<file path="src/rtl/matrix_pkg.sv">
// matrix_pkg
// Shared definitions for the matrix index sequencer and the downstream
// element counter stage: FSM state type, default geometry and the index
// width helper.
package matrix_pkg;

  typedef enum logic [1:0] {
    IDLE = 2'd0,
    RUN  = 2'd1,
    DONE = 2'd2
  } mig_state_t;

  // Counter stage length; the linear address carries one extra bit.
  localparam int COUNT_LEN  = 32'sd10;
  localparam int DEF_ROWS   = 32'sd4;
  localparam int DEF_COLS   = 32'sd4;
  localparam int DEF_ADDR_W = COUNT_LEN + 32'sd1;

  // Index width for a dimension of size n: never narrower than one bit.
  function automatic int idx_w(input int n);
    return (n <= 32'sd1) ? 32'sd1 : $clog2(n);
  endfunction

endpackage

</file>
<file path="src/rtl/matrix_rc_counter.sv">
// matrix_rc_counter
// Row-major 2-D wrap counter with a parallel linear address incrementer.
// Ports:
//   clk, reset   clock, asynchronous active-low reset
//   clr          return to the origin (takes priority over adv)
//   adv          step to the next element
//   row, col     current coordinates
//   addr         current linear address (row*COLS+col, built by increment)
//   at_last      current coordinates are the final element
module matrix_rc_counter
  import matrix_pkg::*;
#(
  parameter  int ROWS   = DEF_ROWS,
  parameter  int COLS   = DEF_COLS,
  parameter  int ADDR_W = DEF_ADDR_W,
  localparam int RW     = idx_w(ROWS),
  localparam int CW     = idx_w(COLS)
) (
  input  logic              clk,
  input  logic              reset,
  input  logic              clr,
  input  logic              adv,
  output logic [RW-1:0]     row,
  output logic [CW-1:0]     col,
  output logic [ADDR_W-1:0] addr,
  output logic              at_last
);

  localparam logic [RW-1:0]     ROW_MAX  = RW'(ROWS - 32'sd1);
  localparam logic [CW-1:0]     COL_MAX  = CW'(COLS - 32'sd1);
  localparam logic [RW-1:0]     ROW_ONE  = RW'(32'sd1);
  localparam logic [CW-1:0]     COL_ONE  = CW'(32'sd1);
  localparam logic [ADDR_W-1:0] ADDR_ONE = ADDR_W'(32'sd1);
  // Address of the element just before the final one.
  localparam logic [ADDR_W-1:0] ADDR_PEN = ADDR_W'(ROWS * COLS - 32'sd2);
  // A 1x1 matrix sits on its final element from the origin.
  localparam logic              SINGLE   = (ROWS == 32'sd1) && (COLS == 32'sd1);

  logic [RW-1:0]     row_r;
  logic [CW-1:0]     col_r;
  logic [ADDR_W-1:0] addr_r;
  logic              at_last_r;

  // Coordinate, address and final-element registers.
  always_ff @(posedge clk or negedge reset) begin
    if (!reset) begin
      row_r     <= {RW{1'b0}};
      col_r     <= {CW{1'b0}};
      addr_r    <= {ADDR_W{1'b0}};
      at_last_r <= SINGLE;
    end else if (clr) begin
      row_r     <= {RW{1'b0}};
      col_r     <= {CW{1'b0}};
      addr_r    <= {ADDR_W{1'b0}};
      at_last_r <= SINGLE;
    end else if (adv) begin
      if (col_r == COL_MAX) begin
        col_r <= {CW{1'b0}};
        row_r <= (row_r == ROW_MAX) ? {RW{1'b0}} : row_r + ROW_ONE;
      end else begin
        col_r <= col_r + COL_ONE;
      end
      addr_r    <= addr_r + ADDR_ONE;
      // Stepping off the penultimate address lands on the final element.
      at_last_r <= (addr_r == ADDR_PEN);
    end
  end

  assign row     = row_r;
  assign col     = col_r;
  assign addr    = addr_r;
  assign at_last = at_last_r;

endmodule

</file>
<file path="src/rtl/matrix_index_gen.sv">
// matrix_index_gen
// Walks a ROWS x COLS matrix in row-major order after a start strobe and
// presents one (row, col, addr) beat per transfer on a valid/ready port.
// Ports:
//   clk, reset        clock, asynchronous active-low reset
//   start             begin a walk (accepted only when idle)
//   abort             abandon a walk in progress (no done pulse)
//   out_ready         downstream accepts the current beat
//   out_valid         row/col/addr/last are valid
//   row, col, addr    current element coordinates and linear address
//   last              current beat is the final element
//   busy              a walk or its done cycle is in progress
//   done              one-cycle pulse after the final beat is accepted
//   cnt_en            out_valid & out_ready; enable of the element counter
module matrix_index_gen
  import matrix_pkg::*;
#(
  parameter  int ROWS   = DEF_ROWS,
  parameter  int COLS   = DEF_COLS,
  parameter  int ADDR_W = DEF_ADDR_W,
  localparam int RW     = idx_w(ROWS),
  localparam int CW     = idx_w(COLS)
) (
  input  logic              clk,
  input  logic              reset,
  input  logic              start,
  input  logic              abort,
  input  logic              out_ready,
  output logic              out_valid,
  output logic [RW-1:0]     row,
  output logic [CW-1:0]     col,
  output logic [ADDR_W-1:0] addr,
  output logic              last,
  output logic              busy,
  output logic              done,
  output logic              cnt_en
);

  localparam logic [ADDR_W-1:0] ADDR_PEN = ADDR_W'(ROWS * COLS - 32'sd2);
  localparam logic              SINGLE   = (ROWS == 32'sd1) && (COLS == 32'sd1);

  if ((ROWS < 32'sd1) || (COLS < 32'sd1) ||
      (longint'(ROWS) * longint'(COLS) > (64'sd1 <<< ADDR_W))) begin : g_bad_params
    $fatal(1, "matrix_index_gen: ROWS and COLS must be >= 1 and ROWS*COLS <= 2**ADDR_W");
  end

  mig_state_t        state_r;
  logic              out_valid_r;
  logic              last_r;
  logic              busy_r;
  logic              done_r;
  logic              xfer_s;
  logic              clr_s;
  logic              adv_s;
  logic              at_last_s;
  logic [ADDR_W-1:0] addr_s;

  matrix_rc_counter #(
    .ROWS   (ROWS),
    .COLS   (COLS),
    .ADDR_W (ADDR_W)
  ) u_rc (
    .clk     (clk),
    .reset   (reset),
    .clr     (clr_s),
    .adv     (adv_s),
    .row     (row),
    .col     (col),
    .addr    (addr_s),
    .at_last (at_last_s)
  );

  // Counter control: parked at the origin outside RUN, cleared when the walk ends or is abandoned.
  always_comb begin
    xfer_s = out_valid_r & out_ready;
    clr_s  = 1'b1;
    adv_s  = 1'b0;
    if (state_r == RUN) begin
      clr_s = abort | (xfer_s & at_last_s);
      adv_s = xfer_s;
    end else begin
      clr_s = 1'b1;
      adv_s = 1'b0;
    end
  end

  // Walk sequencer with registered handshake and status outputs.
  always_ff @(posedge clk or negedge reset) begin
    if (!reset) begin
      state_r     <= IDLE;
      out_valid_r <= 1'b0;
      last_r      <= 1'b0;
      busy_r      <= 1'b0;
      done_r      <= 1'b0;
    end else begin
      done_r <= 1'b0;
      case (state_r)
        IDLE: begin
          if (start) begin
            state_r     <= RUN;
            out_valid_r <= 1'b1;
            busy_r      <= 1'b1;
            last_r      <= SINGLE;
          end else begin
            out_valid_r <= 1'b0;
            busy_r      <= 1'b0;
            last_r      <= 1'b0;
          end
        end
        RUN: begin
          if (abort) begin
            state_r     <= IDLE;
            out_valid_r <= 1'b0;
            busy_r      <= 1'b0;
            last_r      <= 1'b0;
          end else if (xfer_s && at_last_s) begin
            state_r     <= DONE;
            out_valid_r <= 1'b0;
            last_r      <= 1'b0;
            done_r      <= 1'b1;
          end else if (xfer_s) begin
            // The next beat is final when the current one is the penultimate.
            last_r <= (addr_s == ADDR_PEN);
          end else begin
            last_r <= last_r;
          end
        end
        DONE: begin
          state_r <= IDLE;
          busy_r  <= 1'b0;
        end
        default: begin
          state_r     <= IDLE;
          out_valid_r <= 1'b0;
          last_r      <= 1'b0;
          busy_r      <= 1'b0;
        end
      endcase
    end
  end

  assign out_valid = out_valid_r;
  assign addr      = addr_s;
  assign last      = last_r;
  assign busy      = busy_r;
  assign done      = done_r;
  assign cnt_en    = xfer_s;

endmodule

</file>
<file path="config.mk">
export PLATFORM = sky130hd
export DESIGN_NAME = matrix_index_gen
export DESIGN_NICKNAME = d
export VERILOG_FILES = /design/src/rtl/matrix_pkg.sv /design/src/rtl/matrix_rc_counter.sv /design/src/rtl/matrix_index_gen.sv
export SDC_FILE = /design/constraint.sdc
export NUM_CORES = 1
export LEC_CHECK = 0
export CORE_ASPECT_RATIO = 1.5
export CORE_UTILIZATION = 30
export CTS_BUF_LIST = sky130_fd_sc_hd__clkbuf_4 sky130_fd_sc_hd__clkbuf_8
export DETAILED_ROUTE_END_ITERATION = 7
export GPL_TIMING_DRIVEN = 0
export HOLD_SLACK_MARGIN = 0.15
export PLACE_DENSITY = 0.54
export SYNTH_ARGS = -nofsm -noshare
export SYNTH_HDL_FRONTEND = slang
export SYNTH_SLANG_ARGS = --single-unit
export TNS_END_PERCENT = 50
</file>
<file path="constraint.sdc">
create_clock -name clk -period 1.6 [get_ports clk]
set_clock_uncertainty 0.1 [all_clocks]
set_input_delay 0.32 -clock clk [delete_from_list [all_inputs] [get_ports clk]]
set_output_delay 0.32 -clock clk [all_outputs]
set_load 0.01 [all_outputs]
</file>
* After elaboration in Yosys (flattened, before gate mapping) *
Cells that the tools add are included.

storage, ports and cells
  output and inout port bits = 20
  input port bits = 5
  register bits after elaboration = 22
  word-level logic and storage cells = 63

cells by class
  multiplexer cells = 30
  bitwise logic cells = 4
  add/sub/neg operators = 3
  reductions and logical operators = 8
  equality and inequality tests = 9

operators by type and width
  operator                                                                  count
  11-bit 2-to-1 mux                                                         2
  2-bit 2-to-1 mux                                                          10
  1-bit 2-to-1 mux                                                          14
  11-bit by 1-bit adder with 11-bit output (second input constant)          1
  11-bit by 4-bit == test with 1-bit output (second input constant)         1
  2-bit AND reduction                                                       4
  2-bit == test (second input constant)                                     3
  2-bit by 1-bit adder with 2-bit output (second input constant)            2
  2-bit inequality test (second input constant)                             2
  4-bit by 3-bit inequality test with 1-bit output (second input constant)  1
  1-bit one-hot mux with 2 select lines                                     2
  2-bit one-hot mux with 2 select lines                                     1
  2-bit nonzero test                                                        2
  3-bit by 2-bit inequality test with 1-bit output (second input constant)  1
  1-bit one-hot mux with 3 select lines                                     1
  1-bit bitwise AND                                                         2
  2-bit by 1-bit == test with 1-bit output (second input constant)          1
  2-bit logical NOT                                                         1
  1-bit logical AND                                                         1
  1-bit NOT                                                                 1
  1-bit OR                                                                  1

* Depth between registers and ports, before layout *
Gate-level depths: netlist of run 1.

  depth in word-level cells = 6
  gate-level depth with buffers = 6
  depth with buffers taken out = 5

* Modules after synthesis *
A second synthesis of run 1 with hierarchy kept.

unflattened totals
  cells, all modules = 113
  area total of the unflattened synthesis = 1,147.4 um^2

by module, submodules not included
  module             seq. area each (um^2)  area each (um^2)  cells an instance  instances
  matrix_rc_counter  400.4                  835.8             83                 1
  matrix_index_gen   150.1                  311.5             30                 1

* Worst setup path after synthesis of run 1 *
OpenSTA, ideal clock, no wires.

  kind = flip-flop to flip-flop
  start = register u_rc.addr_r[1] (netlist: u_rc.addr[1])
  end = register u_rc.addr_r[4] (netlist: u_rc.addr[4])
  cell stages (with the launch flop) = 5
  slack = 0.075 ns
  buffers on the path = 0
  clock period less this slack = 1.525 ns
  library setup time = 0.078 ns
  arrival time = 1.347 ns
  data required time = 1.422 ns
  cell sequence = dfrtp_1 -> ha_1 -> inv_1 -> or4_1 -> a21oi_1

on the way
  cells in the longest elaborated chain, start to end = 3

ends and longest elaborated chain
  what                                      RTL line                 text
  start: declaration                        matrix_rc_counter.sv:41  logic [ADDR_W-1:0] addr_r;
  start signal: assignment                  matrix_rc_counter.sv:49  addr_r <= {ADDR_W{1'b0}};
  start signal: assignment                  matrix_rc_counter.sv:54  addr_r <= {ADDR_W{1'b0}};
  start signal: assignment                  matrix_rc_counter.sv:63  addr_r <= addr_r + ADDR_ONE;
  11-bit by 1-bit adder with 11-bit output  matrix_rc_counter.sv:63
  11-bit 2-to-1 mux                         matrix_rc_counter.sv:56  end else if (adv) begin
  11-bit 2-to-1 mux                         matrix_rc_counter.sv:51  end else if (clr) begin

Every way passes these cells. The select of a mux whose other input is x is not followed.
A chain may end at the register's enable or synchronous reset.

* Worst setup path after layout of run 1 *
  start = register state_r[1]
  end = register u_rc.addr_r[5] (netlist: u_rc.addr[5])

on the way
  cells in the longest elaborated chain, start to end = 3
  elaborated cells between the ends (all ways) = 5
  those cells by class = eq/ne (1); mux (3); reduce/logical (1)

ends and longest elaborated chain
  what                                                            RTL line                 text
  start: declaration                                              matrix_index_gen.sv:47   mig_state_t state_r;
  start signal: assignment                                        matrix_index_gen.sv:90   state_r <= IDLE;
  start signal: assignment                                        matrix_index_gen.sv:100  state_r <= RUN;
  start signal: assignment                                        matrix_index_gen.sv:112  state_r <= IDLE;
  2-bit by 1-bit == test with 1-bit output (*)                    matrix_index_gen.sv:78   if (state_r == RUN) begin
  1-bit 2-to-1 mux                                                matrix_index_gen.sv:78
  11-bit 2-to-1 mux / 2-bit nonzero test (equally long branches)  n/a

Mark *: on every way between the ends. The rest lies on a longest branch, timed or not.

==> metrics.txt, run 1 <==
RSZ-0062 raised after global routing yes; 1st-pass router iterations 4; die height 79.3 µm; Boundary Pins 25; Ant. Diodes 0; Post-synth EDFFs 0; Max Cap Violations 0; YS warnings 0; clock tree buffer depth 2; power density cells 628 mW/mm²; clock root buffer master clkbuf_8; final hold violation count 0; TritonCTS clock tree done; TritonCTS buffer count 3; Max IR drop VDD 0.000325 V; vias per cell 5.49; initial antenna violation count 0; leakage 0.000881 µW; Seq/Total Area, Yosys 0.461; Synth Flop Type dfrtp_1; Top delay family on crit path simple AND/OR/NAND/NOR gates; FMAX 637 MHz; R2R setup slack 0.03 ns; Final Max Tran Viols 0; #FFs+latches synth 22; Worst Path Arrival 1.65 ns; Min Hold Slack 0.123 ns; top post-synthesis cells by count dfrtp_1 (22), nand3_1 (15), a21oi_1 (11); Post-Place Cells 189; Starting Density 0.319; routability cong. 0.818; Die W 53.5 µm; Design Power 1110 µW; number of I/O port buffers 24; count leader, synth dfrtp_1; clk sink count 22; H-tree depth 1; Final Instance Count excl. Fillers 200; Crit path depth 3; Min-Delay Path Class input port to asynchronous set/reset pin; Nets 168; Mapped Cells 122; largest cells by area after synthesis dfrtp_1 (46%), nand3_1 (6.3%), mux2i_1 (5.0%), a21oi_1 (4.6%), ha_1 (4.2%); grt ovf 0; R2R Path Start state_r[1]; vias in the first global route 1053; crit path buf inv count 0; Worst Tran Pin Value 1.02 ns; asr flop ratio synth 1.00; gr usage total 0.157; max incr delay on CP 0.54 ns; wire per inst 15.6 µm; Worst Reg2Reg Path Length in Cells 3; Post-Syn Area per Cell 9.79 µm²; reg-to-reg endpoint u_rc.addr[5]; Netlist cell types 30; via count 1097; Mapped Area 0.00119 mm²; Core Region 0.00375 mm²; row count 27; worst skew pair latency 0.26 ns; Layout area overhead 48.2%; final setup violation count 0; drt drc 0; drt initial violations 21; die footprint 0.00424 mm²; Cell Chain, Critical Path nand4b_4 -> or4_1 -> a21oi_1; hold_buf cts 0; number of routed nets with antenna violations 0; HPWL after DPL 2060 µm; Critical Path RT 1.68 ns; first-pass GRT wire length 4970 µm; Final Critical Period 1.57 ns; CP max-delay cell or4_1; status finished clean; Final Cycle Share 0.981; Setup crit start kind flop; Max transition margin 0.319; crit end category flop; Syn Nets 131; Setup CP Type flop to flop; share of layout cells above drive strength 1 0.248; crit-path max FO 6; largest net degree at the start of global routing 23; Synth top area share 0.461; Clock transition at path regs 0.08 ns; cell taking the most area after synthesis dfrtp_1; Detailed Route WL 3110 µm
==> through the flow <==
| step | instance area, µm² | setup WS (ns) | TNS, ns | util |
|---|---|---|---|---|
| after floorplan | 1190 | 0.0750 | 0 | - |
| after global placement | 1490 | -0.467 | -9.74 | 0.397 |
| after detailed placement | 1490 | -0.486 | -10.75 | 0.397 |
| after CTS | 1580 | -0.0588 | -0.0588 | 0.421 |
| after global routing | 1770 | -0.0115 | -0.0115 | 0.472 |
| final | 1770 | 0.0300 | 0 | 0.472 |
==> what timing repair did <==
action,4_1_cts,5_1_grt
endpoints found under the setup margin,33,28
resized for setup,28,35
buffers inserted,4,3
pin swaps,0,10
cloned,0,1
==> sequential cells by signal, indices dropped and copies added, names as in the netlist <==
register,flops
state_r,2
out_valid,1
u_rc.addr,11
done,1
u_rc.at_last,1
busy,1
last,1
u_rc.col,2
u_rc.row,2
==> routing by layer <==
layer / track usage / vias up / share of wire
met5: 0 / - / 0
met4: 0.0474 / 0 / 0.014
met3: 0.0172 / 5 / 0.022
met2: 0.274 / 20 / 0.54
met1: 0.194 / 551 / 0.43
li1: - / 521 / -
==> report_power, final <==
part           switching, µW  internal (µW)  leakage (µW)
Sequential              8.04            569      0.000293
Clock                    177            168     0.0000216
Combinational            103           86.3      0.000567
==> cell type report <==
cell class,instances,area (µm²)
well taps,43,53.8
clock buffers,3,41.3
flip-flops and latches,22,558
multi-input cells,87,707
fillers,363,1980
plain buffers,7,61.3
inverters,6,22.5
repair buffers,32,327
==> how the worst max path moves through the flow <==
| stage | endpoint | slack, ns | start |
|---|---|---|---|
| floorplan | u_rc.addr[4] | 0.07 | u_rc.addr[1] |
| global placement | u_rc.addr[10] | -0.47 | out_ready |
| detailed placement | u_rc.addr[10] | -0.49 | out_ready |
| CTS | addr[4] | -0.06 | u_rc.addr[4] |
| global route | u_rc.addr[5] | -0.01 | state_r[1] |
| finish | u_rc.addr[5] | 0.03 | state_r[1] |
==> logic make-up after synthesis <==
kind of cell,synth area share
fa+ha+maj,0.0419
mux,0.0503
flops,0.461
buf+inv,0.0503
compound gates,0.110
simple gates,0.287
==> cell usage in the layout (no fill, tap or decap), types with 4 or more instances in the layout <==
master / Yosys / routed
dfrtp_1: 22 / 16
nand3_1: 15 / 14
dlygate4sd2_1: 0 / 13
a21oi_1: 11 / 10
nand2_1: 9 / 9
dlymetal6s2s_1: 0 / 8
buf_4: 0 / 7
mux2i_1: 6 / 6
dfrtp_2: 0 / 6
inv_1: 6 / 5
o21ai_1: 5 / 5
nand3b_1: 5 / 5
nor4_4: 0 / 4
Note: power is estimated with default switching activity, not from simulation.
==> run 2, diff against run 1 <==
ABC_CLOCK_PERIOD_IN_PS = 1600   (was unset)
CORE_MARGIN = 1.5   (was unset)
TNS_END_PERCENT = 1   (was 50)
==> metrics.txt, run 2 (synthesized netlist as in run 1, its figures left out) <==
Post-Place Cells 189 (unchanged); H-tree depth 1 (unchanged); largest net degree at the start of global routing 23 (unchanged); TritonCTS clock tree done; Critical Path RT 1.69 ns (about the same); leakage 0.000755 µW (-14%); Nets 162 (-3.6%); Max IR drop VDD 0.000327 V (+0.55%); Setup crit start kind flop; die height 80.3 µm (+1.3%); worst skew pair latency 0.26 ns (about the same); max reg flops 11 (unchanged); HPWL after DPL 2100 µm (+1.8%); crit path buf inv count 1 (+1); share of layout cells above drive strength 1 0.172 (-0.0762); CP endpoint u_rc.addr[8]; clock root buffer master clkbuf_8; vias in the first global route 1098 (+4.3%); Worst Reg2Reg Path Length in Cells 4 (+1); TritonCTS buffer count 3 (unchanged); leading cell types in the layout, fill and taps excluded dfrtp_1 (17), dlygate4sd2_1 (15), nand3_1 (14); Layout area overhead 33.9%; crit end category flop; power density cells 679 mW/mm² (+8.1%); final instance area 0.00160 mm² (-9.6%); Worst Path Arrival 1.67 ns (+0.02 ns); 1st-pass router iterations 4 (unchanged); Min-Delay Path Class input port to asynchronous set/reset pin; gr usage total 0.157 (+0.000622); initial antenna violation count 0 (unchanged); Max Cap Violations 0 (unchanged); Ant. Diodes 0 (unchanged); Die W 54.5 µm (+1.9%); Comb pwr share 0.149 (-0.021); register share of total power 0.531 (+0.012); clock tree buffer depth 2 (unchanged); Worst Tran Pin Value 1.03 ns (+0.0140 ns); crit-path max FO 10 (+4); Clock transition at path regs 0.08 ns (about the same); setup TNS 0 ns (unchanged); fin util 0.427 (-0.0454); Final Critical Period 1.58 ns (+0.00681 ns); Pint 805 µW (-2.2%); CP startpoint state_r[1]; FILL cells 375 (+3.3%); Cell Chain, Critical Path nand4b_4 -> buf_6 -> nor4_2 -> mux2i_1; FMAX 634 MHz (-0.43%); sw power 282 µW (-2.3%); vias per cell 5.53 (+0.74%); hold_buf cts 0 (unchanged); RSZ-0062 raised after global routing yes; commonest non-fill, non-tap cell in the layout dfrtp_1; Boundary Pins 25 (unchanged); max incr delay on CP 0.46 ns (-0.08 ns); number of routed nets with antenna violations 0 (unchanged); clk sink count 22 (unchanged); Max transition margin 0.310 (-0.00936); R2R setup slack 0.02 ns (about the same); drt initial violations 37 (+76%); row count 27 (unchanged); CP max-delay cell dfrtp_2; DP Area 0.00149 mm² (unchanged); Final Max Tran Viols 0 (unchanged); drt drc 0 (unchanged); Detailed Route WL 2950 µm (-5.2%); multi-input logic area 631 µm² (-11%); final setup violation count 0 (unchanged); Starting Density 0.319 (unchanged); first-pass GRT wire length 5130 µm (+3.2%); Top delay family on crit path simple AND/OR/NAND/NOR gates; Final Cycle Share 0.985 (+0.00425); Crit path depth 4 (+1); Clock power frac 0.320 (+0.009); fraction of power spent switching nets 0.259 (about the same); routability cong. 0.817 (about the same); final hold violation count 0 (unchanged); Core Region 0.00375 mm² (unchanged); register area 557 µm² (-0.22%); wire per inst 15.2 µm (-2.2%); Min Hold Slack 0.126 ns (+0.00345 ns); Setup CP Type flop to flop; R2R Path Start state_r[1]; reg-to-reg endpoint u_rc.addr[8]; via count 1072 (-2.3%); grt ovf 0 (unchanged); status finished clean; Final Instance Count excl. Fillers 194 (-3.0%); number of I/O port buffers 24 (unchanged); die footprint 0.00438 mm² (+3.2%)
-- run 2: through the flow --
step                      worst slack [ns]  total power [µW]
after global placement              -0.466               742
final                               0.0232              1090
after floorplan                     0.0750               673
after CTS                          -0.0738              1100
after global routing               -0.0752              1140
after detailed placement            -0.503               745
-- run 2: power by group through the flow --
| stage | Sequential (µW) | Combinational (µW) | Clock, µW |
|---|---|---|---|
| after floorplan | 596 | 77.4 | 0 |
| after global placement | 593 | 149 | 0 |
| after detailed placement | 594 | 151 | 0 |
| after CTS | 578 | 162 | 363 |
| after global routing | 580 | 181 | 375 |
| final | 577 | 162 | 348 |
-- run 2: worst min-delay path by stage --
stage	from	end	slack, ns	cells past startpoint
after global routing	reset	u_rc.addr[9]	0.22	1
after detailed placement	last	last	0.43	2
final	reset	u_rc.addr[0]	0.13	1
after floorplan	reset	busy	-0.08	0
after global placement	last	last	0.43	2
after CTS	state_r[1]	busy	0.43	1
-- run 2: area by class of cell --
cell class                 count  share of cell area
sequential                    22               0.348
buffer                         7              0.0274
tap                           43              0.0336
clock buffer                   3              0.0258
inverter                       6              0.0141
multi-input combinational     87               0.394
timing repair buffer          26               0.157
-- run 2: repair_timing --
item,4_1_cts,5_1_grt
hold endpoints to repair,0,0
pin swaps,1,1
endpoints found under the setup margin,34,27
buffers inserted,1,1
cloned,0,0
gates resized for setup,30,11
-- run 2: routing by layer --
metal / vias to the layer above / routed length (µm) / GRT usage
li1: 506 / - / -
met4: 0 / 44 / 0.0575
met3: 6 / 121 / 0.0223
met5: - / 0 / 0
met2: 34 / 1580 / 0.271
met1: 526 / 1210 / 0.191
-- run 2: worst reg2reg max path, stage by stage (launching register included) --
cell and delay, ns:
dfrtp_2 0.46, nand4b_4 0.22, buf_6 0.18, nor4_2 0.33, mux2i_1 0.21
==> run 3, diff against run 2 <==
CTS_CLUSTER_DIAMETER = 100   (was unset)
SETUP_SLACK_MARGIN = 0.5   (was unset)
==> metrics.txt, run 3 (synthesized netlist as in run 1, its figures left out) <==
leakage 0.000807 µW (+6.9%); failing checks hold timing; die footprint 0.00438 mm² (unchanged); max reg flops 11 (unchanged); largest net degree at the start of global routing 23 (unchanged); gr usage total 0.170 (+0.0130); Clock transition at path regs 0.09 ns (about the same); commonest non-fill, non-tap cell in the layout dfrtp_1; Max Cap Violations 0 (unchanged); leading cell types in the layout, fill and taps excluded dfrtp_1 (15), nand3_1 (14), buf_4 (13), buf_2 (13), nand2_1 (9); number of I/O port buffers 24 (unchanged); wire per inst 15.7 µm (+3.4%); RSZ-0062 raised after global routing yes; first-pass GRT wire length 5500 µm (+7.1%); number of routed nets with antenna violations 0 (unchanged); Nets 175 (+8.0%); hold_buf cts 0 (unchanged); share of layout cells above drive strength 1 0.424 (+0.252); grt ovf 0 (unchanged); Starting Density 0.319 (unchanged); crit end category flop; drt drc 0 (unchanged); max incr delay on CP 0.46 ns (about the same); clock root buffer master clkbuf_8; Ant. Diodes 0 (unchanged); final hold violation count 22 (+22); CP max-delay cell dfrtp_2; Final Critical Period 1.59 ns (+0.0174 ns); Pint 873 µW (+8.5%); register share of total power 0.490 (-0.041); sw power 308 µW (+9.3%); vias in the first global route 1159 (+5.6%); clock tree buffer depth 2 (unchanged); routability cong. 0.787 (-3.7%); worst skew pair latency 0.27 ns (about the same); via count 1125 (+4.9%); Worst Reg2Reg Path Length in Cells 4 (unchanged); row count 27 (unchanged); Min-Delay Path Class input port to asynchronous set/reset pin; H-tree depth 1 (unchanged); TritonCTS clock tree done; FILL cells 372 (-0.80%); Clock power frac 0.352 (+0.032); crit-path max FO 8 (-2); power density cells 666 mW/mm² (-2.0%); Detailed Route WL 3270 µm (+11%); Max transition margin 0.611 (+0.300); Cell Chain, Critical Path nand4b_4 -> buf_6 -> or4_4 -> a21oi_2; Max IR drop VDD 0.000413 V (+26%); clk sink count 22 (unchanged); Die W 54.5 µm (unchanged); pre-CTS setup slack -0.439 ns (+0.0639 ns); die height 80.3 µm (unchanged); Comb pwr share 0.159 (+0.010); Setup CP Type flop to flop; fraction of power spent switching nets 0.261 (+0.00153); Layout area overhead 48.5%; Crit path depth 4 (unchanged); Final Max Tran Viols 0 (unchanged); TritonCTS buffer count 3 (unchanged); Setup crit start kind flop; final setup violation count 0 (unchanged); Core Region 0.00375 mm² (unchanged); Boundary Pins 25 (unchanged); crit path buf inv count 1 (unchanged); Final Cycle Share 0.996 (+0.0109); FMAX 627 MHz (-1.1%); Worst Path Arrival 1.70 ns (+0.03 ns); Worst Tran Pin Value 0.584 ns (-0.449 ns); initial antenna violation count 0 (unchanged); status finished, violations left; Critical Path RT 1.70 ns (about the same); Min Hold Slack -0.0673 ns (-0.194 ns); drt initial violations 27 (-27%); 1st-pass router iterations 4 (unchanged); Top delay family on crit path simple AND/OR/NAND/NOR gates; HPWL after DPL 2180 µm (+3.8%); setup ws final 0.00582 ns (-0.0174 ns); vias per cell 5.41 (-2.1%)
run 3: cell types whose count changed in the layout (fill, tap and decap cells not counted), sizes merged:
cell / delta
buf: +26
dlygate4sd2: -11
clkdlybuf4s50: -1
clkdlybuf4s15: -1
dlymetal6s2s: -5
clkbuf: +6
run 3: stage by stage:
step                TNS [ns]  total power [µW]   util  cells  area [µm²]
CTS                        0              1170  0.458    206        1720
finish                     0              1180  0.473    208        1770
global route          -0.150              1230  0.473    208        1770
global placement       -9.56               748  0.417    189        1560
detailed placement    -10.86               751  0.417    189        1560
floorplan                  0               679      -    122        1270
run 3: what timing repair did:
item                                    4_1_cts  5_1_grt
gates resized for setup                      22       79
pin swaps                                     0        6
setup buffers                                13        1
endpoints found under the setup margin       63       64
cloned                                        0        1
hold endpoints to repair                      0       22
run 3: routing by layer:
layer / GRT usage / wire length [µm] / vias to the layer above
li1: - / - / 537
met1: 0.199 / 1350 / 556
met2: 0.299 / 1760 / 26
met3: 0.0204 / 98 / 6
met4: 0.0725 / 57 / 0
met5: 0 / 0 / -
run 3: worst paths after layout:
check | start | endpoint | slack [ns]
hold / removal | reset | u_rc.addr[0] | -0.07
max in group asynchronous | reset | state_r[1] | 1.04
setup / recovery | state_r[1] | u_rc.row[0] | 0.006
setup reg to reg | state_r[1] | u_rc.row[0] | 0.006
hold reg to reg | state_r[1] | busy | 0.42
min in group clk | abort | state_r[1] | 0.30
run 3: layout make-up:
cell class	count	area [µm²]	area share
inverters	6	22.5	0.0127
repair buffers	39	304	0.171
well taps	43	53.8	0.0303
flip-flops and latches	22	559	0.315
multi-input cells	87	716	0.403
plain buffers	7	63.8	0.0360
clock buffers	4	55.1	0.0310
run 3: power groups by stage:
stage | clock (µW) | combinational [µW] | sequential [µW]
global route | 444 | 206 | 581
global placement | 0 | 153 | 595
detailed placement | 0 | 155 | 596
finish | 416 | 187 | 578
CTS | 422 | 166 | 578
floorplan | 0 | 81.7 | 597
